==> config.mk <==
export PLATFORM = sky130hd
export DESIGN_NAME = normalization
export DESIGN_NICKNAME = d
export VERILOG_FILES = /design/src/rtl/normalization_pkg.sv /design/src/rtl/normalization_lead_one_detect.sv /design/src/rtl/normalization.sv
export SDC_FILE = /design/constraint.sdc
export NUM_CORES = 1
export LEC_CHECK = 0
export BUFFER_PORTS_ARGS = -buffer_cell sky130_fd_sc_hd__buf_2
export CAP_MARGIN = 10
export CORE_ASPECT_RATIO = 1.2
export CORE_MARGIN = 2
export CORE_UTILIZATION = 60
export DETAILED_ROUTE_END_ITERATION = 6
export PLACE_DENSITY_LB_ADDON = 0.1
export SETUP_SLACK_MARGIN = 0.1
export SLEW_MARGIN = 25
export SYNTH_ARGS = -nofsm -noshare
export SYNTH_HDL_FRONTEND = slang
export SYNTH_SLANG_ARGS = --single-unit
==> constraint.sdc <==
create_clock -name clk -period 2.2 [get_ports clk]
set_clock_uncertainty 0.2 [all_clocks]
set_input_delay 0.22 -clock clk [delete_from_list [all_inputs] [get_ports clk]]
set_output_delay 0.22 -clock clk [all_outputs]
set_load 0.005 [all_outputs]
==> src/rtl/normalization_pkg.sv <==
// normalization_pkg: widths shared by the normalization datapath and its leading-one detector.
package normalization_pkg;
    localparam int SUM_W  = 20;
    localparam int EXP_W  = 6;
    localparam int MAN_W  = 11;
    localparam int EXPF_W = 7;
    localparam int IDX_W  = 5;
    localparam logic [MAN_W-1:0] MAN_LEAD = 11'h400;
endpackage

==> src/rtl/normalization_lead_one_detect.sv <==
// lead_one_detect: index of the most significant set bit of a SUM_W-bit vector, plus an all-zero flag.
module lead_one_detect
    import normalization_pkg::*;
(
    input  logic [SUM_W-1:0] i_vec,
    output logic [IDX_W-1:0] o_idx,
    output logic             o_zero
);
    always_comb begin
        o_idx = '0;
        for (int i = 1; i < SUM_W; i++)
            if (i_vec[i]) o_idx = IDX_W'(i);
    end
    assign o_zero = ~|i_vec;
endmodule

==> src/rtl/normalization.sv <==
// normalization: converts a signed accumulated sum into sign / 11-bit normalized mantissa / exponent, 1-cycle latency.
// Define NORM_ROUND_EN to round to nearest-even instead of truncating the dropped bits.
module normalization
    import normalization_pkg::*;
(
    input  logic              clk,
    input  logic              rst_n,
    input  logic              in_valid,
    input  logic [SUM_W-1:0]  signed_sum,
    input  logic [EXP_W-1:0]  exp_max,
    output logic              out_valid,
    output logic              sign,
    output logic [MAN_W-1:0]  norm_sum,
    output logic [EXPF_W-1:0] exp_final
);
    logic [SUM_W-1:0]  w_mag;
    logic [IDX_W-1:0]  w_p;
    logic [IDX_W-1:0]  w_shamt;
    logic              w_zero;
    logic [EXPF_W-1:0] w_exp_base;
    logic [MAN_W-1:0]  w_norm;
    logic [EXPF_W-1:0] w_exp;
    logic              r_valid;
    logic              r_sign;
    logic [MAN_W-1:0]  r_norm;
    logic [EXPF_W-1:0] r_exp;
    // -2^19 negates to itself, which read unsigned is exactly the required magnitude
    assign w_mag = signed_sum[SUM_W-1] ? -signed_sum : signed_sum;
    lead_one_detect u_lod (
        .i_vec  (w_mag),
        .o_idx  (w_p),
        .o_zero (w_zero)
    );
    assign w_shamt    = IDX_W'(SUM_W-1) - w_p;
    assign w_exp_base = w_zero ? '0 : EXPF_W'(exp_max) + EXPF_W'(w_p);
`ifdef NORM_ROUND_EN
    logic [SUM_W-1:0] w_aligned;
    logic             w_up;
    logic [MAN_W:0]   w_rnd;
    assign w_aligned = w_mag << w_shamt;
    assign w_up      = w_aligned[SUM_W-MAN_W-1] &
                       (w_aligned[SUM_W-MAN_W] | (|w_aligned[SUM_W-MAN_W-2:0]));
    assign w_rnd     = {1'b0, w_aligned[SUM_W-1 -: MAN_W]} + (MAN_W+1)'(w_up);
    assign w_norm    = w_rnd[MAN_W] ? MAN_LEAD : w_rnd[MAN_W-1:0];
    assign w_exp     = w_exp_base + EXPF_W'(w_rnd[MAN_W]);
`else
    assign w_norm = MAN_W'((w_mag << w_shamt) >> (SUM_W-MAN_W));
    assign w_exp  = w_exp_base;
`endif
    always_ff @(posedge clk or negedge rst_n) begin
        if (!rst_n) begin
            r_valid <= 1'b0;
            r_sign  <= 1'b0;
            r_norm  <= '0;
            r_exp   <= '0;
        end else begin
            r_valid <= in_valid;
            if (in_valid) begin
                r_sign <= signed_sum[SUM_W-1];
                r_norm <= w_norm;
                r_exp  <= w_exp;
            end
        end
    end
    assign out_valid = r_valid;
    assign sign      = r_sign;
    assign norm_sum  = r_norm;
    assign exp_final = r_exp;
endmodule

==> results.ini, run 1 <==
[outcome]
status = aborted with a tool error
flow.stopped_at = clock tree synthesis (4_1_cts)
tool.error = [ERROR DPL-0033] detailed placement checks failed during check placement.

[logic_synthesis]
synth_top_cell_by_area = dfrtp_1
synth.most_common_cell = nor2_1
synth_cell_types = 75
synth_area_um2 = 2740
yosysSeqAreaShare_pct = 18.3
syn_avg_cell_area_um2 = 8.05
yosysTopAreaCellShare_pct = 18.3
synth-async-reset-ratio_pct = 100
synth-edff-count = 0
synth.top_cells.by_area = dfrtp_1 18%, mux2i_1 8.4%, xnor2_1 4.5%
yosys_warnings = 0
ys.flop_type = dfrtp_1
synth.ff_latch_count = 20
syn_nets = 377
synth_commonest_cells = 24 x nor2_1, 23 x mux2i_1, 23 x nand2_1
syn_inst = 340

[place]
dp.cells = 541
hpwl_um = 8460
numPortBuffers = 48
gp_congestion = 0.919
dpl_cell_area_um2 = 3990

[floorplan]
num_io_pins = 49
fp-row-count = 26
initial_core_util_pct = 63.2
fp.dieW_um = 65.7
die_y_um = 78.0

[clock_network]
cts_resized = 30
clock_sinks = 20
cts_root_buf = clkbuf_8
numCtsBuffers = 3
clk_path_buf_depth = 2
post_cts_buffers = 11
htreeDepth = 1
cts_hold_buf = 1

## stage by stage
stage,setup WS [ns],hold slack (ns),util (%)
global placement,-1.52,-0.0241,92.2
detailed placement,-1.71,-0.0134,92.2
floorplan,-1.62,-0.276,-
## logic make-up after synthesis
group                    Yosys count  share of synthesized area [%]
multiplexers                      34                           13.2
AO/OA/AOI/OAI                    106                           28.9
flip-flops                        20                           18.3
buffers and inverters             39                           6.49
XOR/XNOR                          24                           7.96
AND/OR/NAND/NOR                  109                           21.3
adder cells (fa/ha/maj)            8                           3.93
==> run 2: changes to the inputs <==
--- a/config.mk
+++ b/config.mk
@@ -7,12 +7,10 @@
 export LEC_CHECK = 0
 export BUFFER_PORTS_ARGS = -buffer_cell sky130_fd_sc_hd__buf_2
 export CAP_MARGIN = 10
-export CORE_ASPECT_RATIO = 1.2
 export CORE_MARGIN = 2
-export CORE_UTILIZATION = 60
+export CORE_UTILIZATION = 40
 export DETAILED_ROUTE_END_ITERATION = 6
-export PLACE_DENSITY_LB_ADDON = 0.1
-export SETUP_SLACK_MARGIN = 0.1
+export PLACE_DENSITY_LB_ADDON = 0.15
 export SLEW_MARGIN = 25
 export SYNTH_ARGS = -nofsm -noshare
 export SYNTH_HDL_FRONTEND = slang
==> run 2 against run 1 <==
The flow now finishes, with violations (setup timing). Synthesized cell count unchanged. Area after synthesis unchanged.
==> results.ini, run 2 <==
[floorplan]
die-area_um2 = 7520
num_io_pins = 49
initial_core_util_pct = 40.7
die_y_um = 86.7
fp-row-count = 30
coreArea_um2 = 6720
fp.dieW_um = 86.7

[clock_network]
clock_sinks = 20
clk_pin_slew_worst_paths_ns = 0.08
htreeDepth = 1
cts_root_buf = clkbuf_8
clk_path_buf_depth = 2
numCtsBuffers = 3
cts_tree = done
clk_latency_ns = 0.27

[place]
hpwl_um = 7120
numPortBuffers = 48
gp_congestion = 0.905

[routing]
drc = 0
drt_iter0_markers = 157
ant_nets = 0
wire_per_inst_um = 16.4
vias = 3358
first_pass_iters = 4
finalWirelength_um = 9700
viasPerCell = 5.67

[logic_synthesis]
synth-edff-count = 0
synth.top_cells.by_area = dfrtp_1 18%, mux2i_1 8.4%, xnor2_1 4.5%
synth_top_cell_by_area = dfrtp_1
yosysSeqAreaShare_pct = 18.3
ys.flop_type = dfrtp_1
synth.ff_latch_count = 20
yosys_warnings = 0
synth_cell_types = 75
syn_avg_cell_area_um2 = 8.05
synth-async-reset-ratio_pct = 100
syn_inst = 340
synth_area_um2 = 2740
yosysTopAreaCellShare_pct = 18.3
synth.most_common_cell = nor2_1
syn_nets = 377
synth_commonest_cells = 24 x nor2_1, 23 x mux2i_1, 23 x nand2_1

[final_layout]
largest_reg_flops = 11
antenna_cells = 0
multi_input_area_um2 = 2640
area_growth_pct = 74.9
layout.cells.most_common = buf_4
fin_util_pct = 71.2
fillerInstances = 467
ff_latch_area_um2 = 500
mostFrequentLayoutCells = 126 x buf_4, 45 x buf_2, 22 x nand2_1, 20 x dfrtp_1, 18 x nor2_1
fin_nets = 550
drive_gt1_share_pct = 58.8

[worst_hold_path]
hp-class = in2reg

[setup_path]
cp_top_family = simple AND/OR/NAND/NOR gates
critical_path_class = in2reg
worstSetupStartpointType = input pin
crit_path_top_delay_cell = or4_4
cp_slowest_stage_delay_ns = 0.58
crit_path_end_kind = flip-flop
cp_cell_sequence = buf_6, or4_4, buf_6, nor4_4, buf_4, o211ai_1, a22o_1, buf_4, nor2_2, a31oi_2, and2_4, inv_6, buf_8, mux2i_2, mux2i_1, a311o_1, o31ai_1
critPathArrivalTime_ns = 3.45
critPathBufInv = 6
cp_max_fo = 6
crit_required_ns = 2.18

[timing]
tightestPinTransition_ns = 0.499
fmax_mhz = 288
setup_slack_ns = -1.27
finalHoldViolations = 0
tns_ns = -19.74
min_period_ns = 3.47
holdWs_ns = 0.0334
rsz0062_at_grt = true
post-route-period-util_pct = 158
finalSetupViolations = 18
relSlewSlack_pct = 66.5
slew_violations = 0

[power_and_ir_drop]
p_comb_share_pct = 62.1
total_power_uw = 2300
cellPowerDensity_nw_per_um2 = 481
power.switching_uw = 863
peakVddDrop_v = 0.000289
swShare_pct = 37.5
internal_power_uw = 1440
p_seq_share_pct = 21.3
p_leak_uw = 0.00217
p_clk_share_pct = 16.5

[grt]
grt_max_degree = 21
grt_use_total_pct = 24.6
grt-ovfl-total = 0
grt_pass1_vias = 3177
grt_pass1_wl_um = 14900
antenna_found_initial = 0

[run]
maxCapViolations = 0

[outcome]
violations = setup timing
status = complete, but fails checks

[run 2: cell counts after synthesis]
Identical to the previous run, type by type.
[run 2: kinds of logic (layout without fill, tap and decap cells)]
| kind of cell | Yosys count | count (layout) | share of synthesized area [%] |
|---|---|---|---|
| buffers and inverters | 39 | 211 | 6.49 |
| muxes | 34 | 34 | 13.2 |
| DFF | 20 | 20 | 18.3 |
| xor gates and xnor gates | 24 | 24 | 7.96 |
| and+or+nand+nor | 109 | 109 | 21.3 |
| adders and majority gates | 8 | 8 | 3.93 |
| AOI/OAI and AO/OA | 106 | 106 | 28.9 |
[run 2: cell type report]
| cell class | count | share of cell area [%] |
|---|---|---|
| clock buffer | 3 | 0.863 |
| clock inverter | 1 | 0.628 |
| inverter | 16 | 1.49 |
| multi-input combinational | 281 | 55.1 |
| sequential | 20 | 10.5 |
| tap | 80 | 2.09 |
| timing repair buffer | 191 | 29.4 |
[run 2: per-stage QoR]
step | setup WS [ns] | area, um^2 | instances
global placement | -1.59 | 4030 | 566
CTS | -1.24 | 4510 | 586
detailed placement | -1.63 | 4030 | 566
finish | -1.27 | 4780 | 592
floorplan | -1.62 | 2940 | 340
global route | -1.42 | 4780 | 592
[run 2: power by group through the flow]
stage	clock network (uW)	registers [uW]	logic [uW]
6_report	381	491	1430
5_1_grt	390	500	1520
4_1_cts	385	488	1250
3_5_place_dp	0	495	1100
3_3_place_gp	0	492	1090
2_1_floorplan	0	501	625
[run 2: repair_timing]
item | in CTS | in global routing
pin swaps | 42 | 42
setup endpoints to repair | 18 | 18
hold buffers | 2 | 0
buffers inserted | 19 | 8
endpoints found under the hold margin | 21 | 0
resized for setup | 65 | 43
[run 2: path summary, 6_finish.rpt]
kind | from | end | slack, ns | cells after the start
max | signed_sum[5] | norm_sum[9] | -1.27 | 17
min | exp_max[5] | exp_final[6] | 0.03 | 3
max reg2reg | norm_sum[7] | norm_sum[7] | 0.80 | 3
min reg2reg | exp_final[0] | exp_final[0] | 0.29 | 1
max in group asynchronous | rst_n | norm_sum[1] | 1.26 | 2
min in group asynchronous | rst_n | exp_final[1] | 0.22 | 2
[run 2: worst reg2reg max path, stage by stage, from the launching register on]
cell and delay (ns):
dfrtp_1 0.38, nor2b_1 0.14, a221o_1 0.28, a211o_1 0.28
[run 2: per-layer routing]
metal	GRT usage [%]	part of all wire, %	vias up
met5	0	0	-
met4	7.81	2.3	0
met3	1.52	3.4	19
met2	45.3	52	109
met1	30.3	42	1596
li1	-	-	1634
No activity file was read; power rests on OpenSTA's default activity.
==> run 3: changes to the inputs <==
--- a/config.mk
+++ b/config.mk
@@ -9,9 +9,12 @@
 export CAP_MARGIN = 10
 export CORE_MARGIN = 2
 export CORE_UTILIZATION = 40
+export CTS_BUF_LIST = sky130_fd_sc_hd__clkbuf_8 sky130_fd_sc_hd__clkbuf_16
 export DETAILED_ROUTE_END_ITERATION = 6
 export PLACE_DENSITY_LB_ADDON = 0.15
 export SLEW_MARGIN = 25
 export SYNTH_ARGS = -nofsm -noshare
 export SYNTH_HDL_FRONTEND = slang
+export SYNTH_HIERARCHICAL = 1
 export SYNTH_SLANG_ARGS = --single-unit
+export TNS_END_PERCENT = 1
==> run 3 against run 2 <==
The run still ends with setup timing left. Via count increased by 11%. Clock power barely moved. Non-clock buffer count rose by 18. First-iteration DRC count increased by 48%. Critical path type unchanged. Highest routed layer unchanged.
==> results.ini, run 3 <==
[outcome]
status = complete, but fails checks
violations = setup timing

[power_and_ir_drop]
p_clk_share_pct = 15.0
p_seq_share_pct = 20.0
swShare_pct = 39.6
p_leak_uw = 0.00216
power.switching_uw = 1010
total_power_uw = 2550
cellPowerDensity_nw_per_um2 = 541
p_comb_share_pct = 65.1
internal_power_uw = 1540
peakVddDrop_v = 0.000474

[place]
dp.cells = 643
gp_congestion = 1.01
numPortBuffers = 48
hpwl_um = 8820

[grt]
busiest_layer = met2
antenna_found_initial = 0
grt_max_degree = 21
grt_pass1_wl_um = 17600
met3_usage_pct = 4.01
grt_use_total_pct = 28.7
grt-ovfl-total = 0
grt_pass1_vias = 3563
use_met2_pct = 48.0
grt_use_met1_pct = 39.3

[routing]
drc = 0
viasPerCell = 5.69
drt_iter0_markers = 232
vias = 3727
finalWirelength_um = 11200
wire_per_inst_um = 17.1
ant_nets = 0
first_pass_iters = 5

[logic_synthesis]
yosysTopAreaCellShare_pct = 17.4
synth-async-reset-ratio_pct = 100
synth-edff-count = 0
synth.ff_latch_count = 20
synth.most_common_cell = nor2_1
synth_area_um2 = 2880
syn_avg_cell_area_um2 = 7.70
syn_inst = 374
synth_cell_types = 73
synth_top_cell_by_area = dfrtp_1
syn_nets = 411
yosysSeqAreaShare_pct = 17.4
synth_commonest_cells = 33 x nor2_1, 27 x nand2_1, 25 x inv_1
synth.top_cells.by_area = dfrtp_1 17%, nor2_1 4.3%, xnor2_1 4.3%
yosys_warnings = 6
ys.flop_type = dfrtp_1

[final_layout]
layout.cells.most_common = buf_4
area_growth_pct = 63.9
drive_gt1_share_pct = 49.6
antenna_cells = 0
fin_nets = 597
mostFrequentLayoutCells = 158 x buf_4, 45 x buf_2, 31 x nor2_1, 27 x nand2_1, 22 x inv_1
fillerInstances = 611
multi_input_area_um2 = 2450
fin_cells = 655
largest_reg_flops = 11
ff_latch_area_um2 = 500

[clock_network]
cts_root_buf = clkbuf_8
htreeDepth = 1
numCtsBuffers = 3
clock_sinks = 20
clk_pin_slew_worst_paths_ns = 0.09
cts_tree = done
clk_latency_ns = 0.27
clk_path_buf_depth = 2

[run]
maxCapViolations = 0

[floorplan]
fp.dieW_um = 88.9
fp-row-count = 30
initial_core_util_pct = 41.9
num_io_pins = 49
die-area_um2 = 7900
die_y_um = 88.9
coreArea_um2 = 6870

[setup_path]
cp_max_fo = 7
cp-startpoint = signed_sum[1]
crit_path_end_kind = flip-flop
crit_required_ns = 2.14
critPathArrivalTime_ns = 3.93
reg2reg_to = norm_sum[9]
r2r-start = norm_sum[9]
r2r_slack_ns = 0.92
worst_r2r_path_depth = 4
critical_path_class = in2reg
worstSetupStartpointType = input pin

[timing]
tightestPinTransition_ns = 0.657
tns_ns = -28.34
post-route-period-util_pct = 181
finalHoldViolations = 0
rsz0062_at_grt = true
finalSetupViolations = 18
setup_slack_ns = -1.79
fmax_mhz = 251
relSlewSlack_pct = 55.6
min_period_ns = 3.99
slew_violations = 0

[worst_hold_path]
min_path_cells = 3
hp-class = in2reg
hold_path_end = exp_final[6]
min_from = exp_max[5]

[run 3: cell count changes after synthesis, sizes merged, moves of 5 or more]
cell / delta
a221oi: +7
inv: +12
mux2i: -16
nor2: +8
nor2b: +6
nor3: -6
o31ai: +5
xor2: -6
[run 3: what timing repair did]
| item | 4_1_cts | 5_1_grt |
|---|---|---|
| hold endpoints to repair | 20 | 0 |
| gates resized for setup | 47 | 11 |
| setup endpoints to repair | 18 | 18 |
| hold buffers | 1 | 0 |
| setup buffers | 7 | 0 |
| pin swaps | 25 | 8 |
[run 3: through the flow]
stage	worst slack (ns)	cell area, um^2	hold slack (ns)	utilization (%)
6_report	-1.79	4720	0.0341	68.7
4_1_cts	-1.74	4650	0.0379	67.7
2_1_floorplan	-1.74	2940	-0.276	-
5_1_grt	-1.94	4720	0.0356	68.7
3_5_place_dp	-2.28	4330	0.0189	63.0
3_3_place_gp	-2.12	4330	0.000572	63.0
[run 3: final cells by class]
class	instances	area share (%)
multi-input cells	300	51.9
repair buffers	209	31.3
flip-flops and latches	20	10.6
well taps	96	2.54
inverters	26	2.12
clock buffers	3	0.874
clock inverters	1	0.636
[run 3: cells by family (layout without fill, tap and decap cells)]
logic type,after synthesis,after routing,share of synthesized area [%]
xor gates and xnor gates,18,18,5.73
and+or+nand+nor,128,128,24.8
adders and majority gates,8,8,3.74
AOI/OAI and AO/OA,128,128,33.3
muxes,18,18,7.08
DFF,20,20,17.4
buffers and inverters,54,239,7.99
[run 3: worst max path at each step]
stage,endpoint,slack (ns),cells past startpoint
2_1_floorplan,norm_sum[8],-1.74,17
3_3_place_gp,norm_sum[9],-2.12,18
3_5_place_dp,norm_sum[9],-2.28,17
4_1_cts,norm_sum[10],-1.74,17
5_1_grt,norm_sum[10],-1.94,17
6_report,norm_sum[10],-1.79,17
[run 3: power groups by stage]
stage,sequential (uW),clock [uW],combinational [uW]
3_3_place_gp,513,0,1470
5_1_grt,522,404,1790
4_1_cts,509,384,1600
3_5_place_dp,516,0,1490
6_report,510,382,1660
2_1_floorplan,523,0,747
[run 3: routing by layer]
metal | routed length [um] | part of all wire (%)
met1 | 5040 | 45
met2 | 5380 | 48
met3 | 618 | 5.5
met4 | 182 | 1.6
met5 | 0 | 0
[run 3: critical path, cell delays in order]
cell       delay (ns)
buf_6            0.10
buf_4            0.14
nor4_4           0.46
nand2_1          0.17
o21ai_1          0.22
xnor2_1          0.11
or4_4            0.58
nor3_4           0.17
o31ai_4          0.11
buf_6            0.15
and3b_1          0.17
a32o_2           0.26
a2111oi_4        0.22
a221oi_2         0.09
a221oi_2         0.31
a22oi_1          0.11
a221o_1          0.35
==> run 4: changes to the inputs <==
--- a/config.mk
+++ b/config.mk
@@ -7,6 +7,7 @@
 export LEC_CHECK = 0
 export BUFFER_PORTS_ARGS = -buffer_cell sky130_fd_sc_hd__buf_2
 export CAP_MARGIN = 10
+export CORE_ASPECT_RATIO = 1.25
 export CORE_MARGIN = 2
 export CORE_UTILIZATION = 40
 export CTS_BUF_LIST = sky130_fd_sc_hd__clkbuf_8 sky130_fd_sc_hd__clkbuf_16
==> constraint.sdc (replaced) <==
create_clock -name clk -period 3.7 [get_ports clk]
set_clock_uncertainty 0.2 [all_clocks]
set_input_delay 0.37 -clock clk [delete_from_list [all_inputs] [get_ports clk]]
set_output_delay 0.37 -clock clk [all_outputs]
set_load 0.005 [all_outputs]
==> run 4 against run 3 <==
The run still ends with setup timing left. Largest cell class unchanged. Via count decreased by 1.9%. Clock power shrank 63%. First-iteration DRC count fell by 11%. Critical path type unchanged. Sequential cell count is the same. Worst setup slack better by 1.4 ns. Cell area decreased by 5.7%. Clock-buffer cell count did not move. Worst hold slack improved by 0.15 ns. Sequential share of layout area grew 0.64 points.
==> results.ini, run 4 (synthesis results as in run 3) <==
[outcome]
status = complete, but fails checks
violations = setup timing

[routing]
drc = 0
drt_iter0_markers = 207
wire_per_inst_um = 17.1
finalWirelength_um = 10600
vias = 3658
ant_nets = 0
viasPerCell = 5.86
first_pass_iters = 6

[final_layout]
final_area_um2 = 4450
antenna_cells = 0
drive_gt1_share_pct = 45.9
fin_util_pct = 63.8
area_growth_pct = 54.6
mostFrequentLayoutCells = 129 x buf_4, 49 x buf_2, 30 x nor2_1, 27 x nand2_1, 21 x inv_1
largest_reg_flops = 11
layout.cells.most_common = buf_4
fin_nets = 573
fillerInstances = 635

[grt]
grt_pass1_vias = 3674
grt_use_total_pct = 27.3
grt_pass1_wl_um = 17400
grt-ovfl-total = 0
antenna_found_initial = 0
grt_max_degree = 23

[power_and_ir_drop]
peakVddDrop_v = 0.000223
p_leak_uw = 0.00203
cellPowerDensity_nw_per_um2 = 306

[setup_path]
crit_path_end_kind = flip-flop
cp_cell_sequence = buf_2, buf_4, or4_4, nor2_4, a311o_1, nand2_1, nor2b_1, or4_4, o21ai_4, o31ai_4, inv_2, buf_4, a311oi_1, buf_4, a2111oi_4, a221oi_2, a221oi_2, a22oi_1, a221o_1
cp_max_fo = 6
cp_common_cell = buf_4
worstSetupStartpointType = input pin
cp_top_family = compound AO/OA/AOI/OAI gates
crit_path_top_delay_cell = or4_4
critPathBufInv = 5
crit_required_ns = 3.64
cp_slowest_stage_delay_ns = 0.46
critPathArrivalTime_ns = 4.07
critical_path_class = in2reg

[place]
pre_cts_slack_ns = -0.867
numPortBuffers = 48
gp_congestion = 0.946
hpwl_um = 8580
dpl_cell_area_um2 = 4120

[clock_network]
clock_sinks = 20
numCtsBuffers = 3
clk_path_buf_depth = 2
cts_root_buf = clkbuf_8
clk_pin_slew_worst_paths_ns = 0.07
htreeDepth = 1
cts_tree = done
clk_latency_ns = 0.25

[run]
maxCapViolations = 0

[floorplan]
die_y_um = 98.9
fp-row-count = 34
fp.dieW_um = 79.9
num_io_pins = 49
initial_core_util_pct = 41.3
die-area_um2 = 7900
coreArea_um2 = 6980

[timing]
rsz0062_at_grt = true
finalSetupViolations = 14
post-route-period-util_pct = 112
holdWs_ns = 0.188
finalHoldViolations = 0
fmax_mhz = 242
setup_slack_ns = -0.427
tightestPinTransition_ns = 0.662
min_period_ns = 4.13
relSlewSlack_pct = 55.4
slew_violations = 0

[worst_hold_path]
hp-class = in2reg

==> run 4: cell count changes in the layout (fill, tap and decap cells not counted), sizes merged <==
cell / change
buf: -24
bufinv: -1
==> run 4: timing repair <==
action | 4_1_cts | 5_1_grt
hold buffers | 1 | 0
cloned | 1 | 0
pin swaps | 18 | 16
resized for setup | 30 | 14
setup endpoints to repair | 15 | 16
endpoints found under the hold margin | 20 | 0
setup buffers | 5 | 5
==> run 4: final timing paths <==
path | slack [ns] | cells after the start | end | from
min reg2reg | 0.29 | 1 | exp_final[6] | exp_final[6]
max in group asynchronous | 2.58 | 2 | norm_sum[9] | rst_n
min | 0.19 | 3 | exp_final[6] | exp_max[5]
min in group asynchronous | 0.40 | 2 | exp_final[2] | rst_n
max | -0.43 | 19 | norm_sum[10] | signed_sum[1]
max reg2reg | 2.49 | 4 | norm_sum[9] | norm_sum[9]
==> run 4: layout make-up <==
cell class	instances	area (um^2)	share of cell area, %
repair buffers	185	1300	29.2
clock buffers	3	41.3	0.927
well taps	90	113	2.53
multi-input cells	300	2400	53.9
flip-flops and latches	20	500	11.2
inverters	26	97.6	2.19
==> run 4: layer usage <==
metal	share of wire [%]	track usage, %	up-vias
li1	-	-	1754
met5	0	0	-
met4	3.7	11.5	0
met2	51	49.2	162
met3	4.7	1.74	34
met1	41	33.0	1708
==> run 4: worst reg2reg max path, delay by kind of cell, from the launching register on <==
kind / cells / cell delay (ns)
flip-flops: 1 / 0.38
AO/OA/AOI/OAI: 2 / 0.36
AND/OR/NAND/NOR: 2 / 0.17
==> run 4: through the flow <==
stage / total power (uW) / cells / TNS, ns
after global placement: 1120 / 610 / -9.78
after floorplan: 755 / 374 / -3.42
final: 1360 / 624 / -3.62
after detailed placement: 1130 / 610 / -10.58
after global routing: 1470 / 624 / -5.93
after CTS: 1340 / 619 / -3.59
==> run 4: power by group <==
part | total, uW | internal [uW] | switching (uW) | leakage [uW]
clock | 141 | 72.5 | 69.0 | 0.0000216
sequential | 302 | 273 | 29.0 | 0.000248
combinational | 920 | 449 | 471 | 0.00176
